`config.mk`:
```
export PLATFORM = sky130hd
export DESIGN_NAME = serial_adder
export DESIGN_NICKNAME = d
export VERILOG_FILES = /design/src/rtl/serial_adder_pkg.sv /design/src/rtl/adder.sv /design/src/rtl/serial_adder.sv
export SDC_FILE = /design/constraint.sdc
export NUM_CORES = 1
export LEC_CHECK = 0
export BUFFER_PORTS_ARGS = -buffer_cell sky130_fd_sc_hd__buf_2
export CORE_ASPECT_RATIO = 1.5
export CORE_MARGIN = 2
export CORE_UTILIZATION = 53
export CTS_CLUSTER_DIAMETER = 30
export CTS_CLUSTER_SIZE = 24
export DETAILED_ROUTE_END_ITERATION = 6
export PLACE_DENSITY = 0.77
export RECOVER_POWER = 25
export SKIP_LAST_GASP = 1
export SYNTH_ARGS = -nofsm -noshare
export SYNTH_HDL_FRONTEND = slang
export SYNTH_SLANG_ARGS = --single-unit
```
`constraint.sdc`:
```
create_clock -name clk -period 1.34 [get_ports clk]
set_input_delay 0.201 -clock clk [delete_from_list [all_inputs] [get_ports clk]]
set_output_delay 0.201 -clock clk [all_outputs]
set_load 0.01 [all_outputs]
```
`src/rtl/serial_adder_pkg.sv`:
```
// Shared definitions for the bit-serial adder: FSM state encoding and the
// bit-counter width rule.
package serial_adder_pkg;

    typedef enum logic [1:0] {
        IDLE = 2'd0,
        RUN  = 2'd1,
        DONE = 2'd2
    } state_e;

    // One extra bit over $clog2 so the counter can reach WIDTH-1 without wrapping,
    // including the WIDTH=1 case.
    function automatic int cnt_width(input int width);
        return $clog2(width) + 1;
    endfunction

endpackage

```
`src/rtl/adder.sv`:
```
// Single-bit full adder; the only arithmetic element in the serial datapath.
module adder (
    input  logic a,
    input  logic b,
    input  logic carry_in,
    output logic sum,
    output logic carry_out
);

    assign sum       = a ^ b ^ carry_in;
    assign carry_out = (a & b) | (a & carry_in) | (b & carry_in);

endmodule

```
`src/rtl/serial_adder.sv`:
```
// Bit-serial adder: accepts an operand pair, adds one bit per cycle LSB-first
// through a single full adder, then presents the result until it is taken.
module serial_adder
    import serial_adder_pkg::*;
#(
    parameter int WIDTH = 8
) (
    input  logic             clk,
    input  logic             rst_n,
    input  logic             in_valid,
    output logic             in_ready,
    input  logic [WIDTH-1:0] in_a,
    input  logic [WIDTH-1:0] in_b,
    input  logic             in_carry,
    output logic             out_valid,
    input  logic             out_ready,
    output logic [WIDTH-1:0] out_sum,
    output logic             out_carry
);

    localparam int             CW       = cnt_width(WIDTH);
    localparam logic [CW-1:0]  CNT_LAST = CW'(WIDTH - 1);

    state_e           state_q, state_d;
    logic [WIDTH-1:0] a_q, a_d;
    logic [WIDTH-1:0] b_q, b_d;
    logic [WIDTH-1:0] sum_q, sum_d;
    logic             carry_q, carry_d;
    logic [CW-1:0]    cnt_q, cnt_d;
    logic [WIDTH-1:0] out_sum_q, out_sum_d;
    logic             out_carry_q, out_carry_d;

    logic fa_sum;
    logic fa_carry;

    adder u_adder (
        .a         (a_q[0]),
        .b         (b_q[0]),
        .carry_in  (carry_q),
        .sum       (fa_sum),
        .carry_out (fa_carry)
    );

    // NOTE: every next-state signal takes its hold value first, so no path through the case can infer a latch.
    always_comb begin
        state_d     = state_q;
        a_d         = a_q;
        b_d         = b_q;
        sum_d       = sum_q;
        carry_d     = carry_q;
        cnt_d       = cnt_q;
        out_sum_d   = out_sum_q;
        out_carry_d = out_carry_q;

        case (state_q)
            IDLE: begin
                if (in_valid) begin
                    a_d     = in_a;
                    b_d     = in_b;
                    carry_d = in_carry;
                    cnt_d   = '0;
                    state_d = RUN;
                end
            end
            RUN: begin
                a_d              = a_q >> 1;
                b_d              = b_q >> 1;
                sum_d            = sum_q >> 1;
                sum_d[WIDTH-1]   = fa_sum;
                carry_d          = fa_carry;
                cnt_d            = cnt_q + 1'b1;
                // Results go to separate output registers so they stay put
                // while the next operation shifts through the working registers.
                if (cnt_q == CNT_LAST) begin
                    out_sum_d   = sum_d;
                    out_carry_d = fa_carry;
                    state_d     = DONE;
                end
            end
            DONE: begin
                if (out_ready) begin
                    state_d = IDLE;
                end
            end
            default: state_d = IDLE;
        endcase
    end

    // NOTE: reset is sampled on the clock edge and wins over any accept or completion in the same cycle.
    always_ff @(posedge clk) begin
        if (!rst_n) begin
            state_q     <= IDLE;
            a_q         <= '0;
            b_q         <= '0;
            sum_q       <= '0;
            carry_q     <= 1'b0;
            cnt_q       <= '0;
            out_sum_q   <= '0;
            out_carry_q <= 1'b0;
        end else begin
            // NOTE: non-blocking assignments keep every register updating from pre-edge values.
            state_q     <= state_d;
            a_q         <= a_d;
            b_q         <= b_d;
            sum_q       <= sum_d;
            carry_q     <= carry_d;
            cnt_q       <= cnt_d;
            out_sum_q   <= out_sum_d;
            out_carry_q <= out_carry_d;
        end
    end

    assign in_ready  = (state_q == IDLE);
    assign out_valid = (state_q == DONE);
    assign out_sum   = out_sum_q;
    assign out_carry = out_carry_q;

endmodule

```
==> run metrics <==
clock skew=0.00703 ns; final setup vio count=0; H-tree depth=2; status=finished clean; placed insts=249; Synth Warn #=0; Layout Cells excl Fill=261; # nets final=244; Root Buffer=clkbuf_8; synthesized area per cell=8.67 um2; final wirelength=3.40 mm; Die Span Y=71.9 um; core area=2910 um2; Hold Path Cell Cnt=3; placed cell areas=1800 um2; Min Clock Period, post-route=1.29 ns; CP required=1.14 ns; DPL Wire Length=2.37 mm; Pwr Density=1260 nW/um2; worst-skew pair later-pin latency=0.30 ns; # Max-Cap Violations=0; Cells after Synth=188; Synth area leader=dfxtp_1; Hold Path Class=in -> reg; Longest Clk Path Bufs=2; Gate power share=0.097; max_slew headroom=0.696; Ports=32; CP Cell Sequence=clkinvlp_4 > nor2_1 > buf_2; PortBufs=31; Cell Int Power=1.92 mW; cell count of the worst reg-to-reg path=5; initial antenna violation count=0; DR vias=1444; first-pass GRT wire length=5.72 mm; multi-input logic area=774 um2; crit end category=primary output; Sw Pwr=0.574 mW; Clock Power Share=0.405; total negative slack=0 ns; Worst EP arrival=1.08 ns; CTS Sinks=39; EDFF count, synth=0; post-synthesis net count=211; CTS tree=built; sequential area share after synthesis=0.479; vias in the first global route=1349; Seq pwr share=0.498; critical path fanouts, max=6; period utilization=0.959; kind of critical path=reg -> out; Mapped Area=1630 um2; # rows=24; Main synth FF type=dfxtp_1; VDD IR max=0.00152 V; largest net degree at the start of global routing=17; Die Area=3540 um2; fill count=249; Buf+Inv Stages, Crit Path=2; clk slew on worst S/H paths=0.07 ns; DRT iter0 DRCs=25; Area contributors post-synth=dfxtp_1 48%, nand2_1 8.3%, a21oi_1 7.1%; fmax=0.778 GHz; ys async rst share=0; Slowest cell on crit path=dfxtp_4; post-synthesis register bit count=39; antenna-violating nets left=0; die extent in x=49.3 um; Slew Limit Fails=0; ANT cells=0; top-count cell post-synth=dfxtp_1; CP Launch Type=flip-flop; DR vias/cell=5.53; final instance area=1970 um2; DR pass1 iterations=4; final core utilization=0.677; area share of the largest cell type after synthesis=0.479; Final Wtd Congestion=0.740; worst-margin pin slew=0.456 ns; Synth-to-Final Area Change=21.0%; Worst path top cell family by delay=flip-flops; area occupied by registers=786 um2; Crit. path cell count=3; Netlist cell types=32; Placement Setup Slack=-0.0599 ns; total CTS buffers=5; final worst slack=0.0544 ns; Overflow after GRT=0; final hold vios=0; GRT Resource Usage Total=0.209; RSZ-0062 raised after global routing=true; Routed wire per std cell=13.0 um; switching share of power=0.230; slowest stage delay, CP=0.41 ns; fraction of layout instances using a drive strength above 1=0.230; LEAKAGE=0.735 nW; synth cell count leaders=39 x dfxtp_1, 36 x nand2_1, 23 x a21oi_1, 15 x o21ai_0, 12 x nor2_1; Starting Density=0.560; DRC viols=0
-- kinds of logic after synthesis --
group           after synthesis  share of synthesized area
buf+inv                      18                     0.0576
compound gates               61                      0.225
simple gates                 58                      0.157
mux                          10                     0.0614
flops                        39                      0.479
fa+ha+maj                     2                     0.0200
-- per-layer routing --
layer  wire length [um]  global-route usage
met1               1390               0.229
met2               1790               0.366
met3                161              0.0617
met4                 63               0.102
met5                  0                   0
-- cells in the final DEF, fill, tap and decap left out, types with 2 or more instances in the layout --
cell,instances
nand3_1,2
o21ai_0,15
o2bb2ai_1,6
nand2_1,36
a32oi_1,2
nor2_4,2
mux2i_1,10
o22ai_1,9
buf_2,22
nor2_1,11
clkbuf_8,6
a21oi_1,23
buf_4,9
inv_1,2
dfxtp_1,37
clkbuf_1,9
-- area by class of cell --
cell class | count | area share
Multi-Input combinational cell | 131 | 0.393
Timing Repair Buffer | 41 | 0.117
Clock inverter | 2 | 0.0178
Sequential cell | 39 | 0.398
Tap cell | 39 | 0.0247
Clock buffer | 6 | 0.0419
Inverter | 3 | 0.00761
-- per-stage QoR --
step / hold slack (ns) / total power [mW]
2_1_floorplan: 0.373 / 1.44
3_3_place_gp: 0.439 / 1.49
3_5_place_dp: 0.447 / 1.50
4_1_cts: 0.187 / 2.50
5_1_grt: 0.187 / 2.60
6_report: 0.185 / 2.49
-- final timing paths --
check	start	to	slack (ns)
setup reg to reg	cnt_q[0]	out_sum[7]	0.08
hold / removal	in_b[7]	b_q[7]	0.18
hold reg to reg	out_sum[2]	out_sum[2]	0.46
setup / recovery	state_q[1]	out_valid	0.05
-- worst register-to-register path, cell delays in order, from the launching register on --
cell	delay, ns
dfxtp_1	0.34
ha_2	0.20
nand4b_1	0.18
nor2_4	0.14
buf_12	0.15
mux2i_1	0.19
-- registers in the layout (all words and copies together) (netlist names) --
signal	count
sum_q	7
state_q	2
out_carry	1
b_q	8
cnt_q	4
a_q	8
carry_q	1
out_sum	8
-- power by group through the flow --
stage	combinational (mW)	clock, mW	sequential [mW]
detailed placement	0.235	0	1.27
global placement	0.224	0	1.27
CTS	0.236	1.02	1.24
floorplan	0.174	0	1.26
global route	0.271	1.08	1.25
finish	0.241	1.01	1.24
-- what timing repair did --
item	CTS	global route
gates resized for setup	1	9
setup buffers	1	3
endpoints found under the hold margin	0	0
hold buffers	0	0
pin swaps	1	1
setup endpoints to repair	10	18
Note: power is estimated with default switching activity, not from simulation.
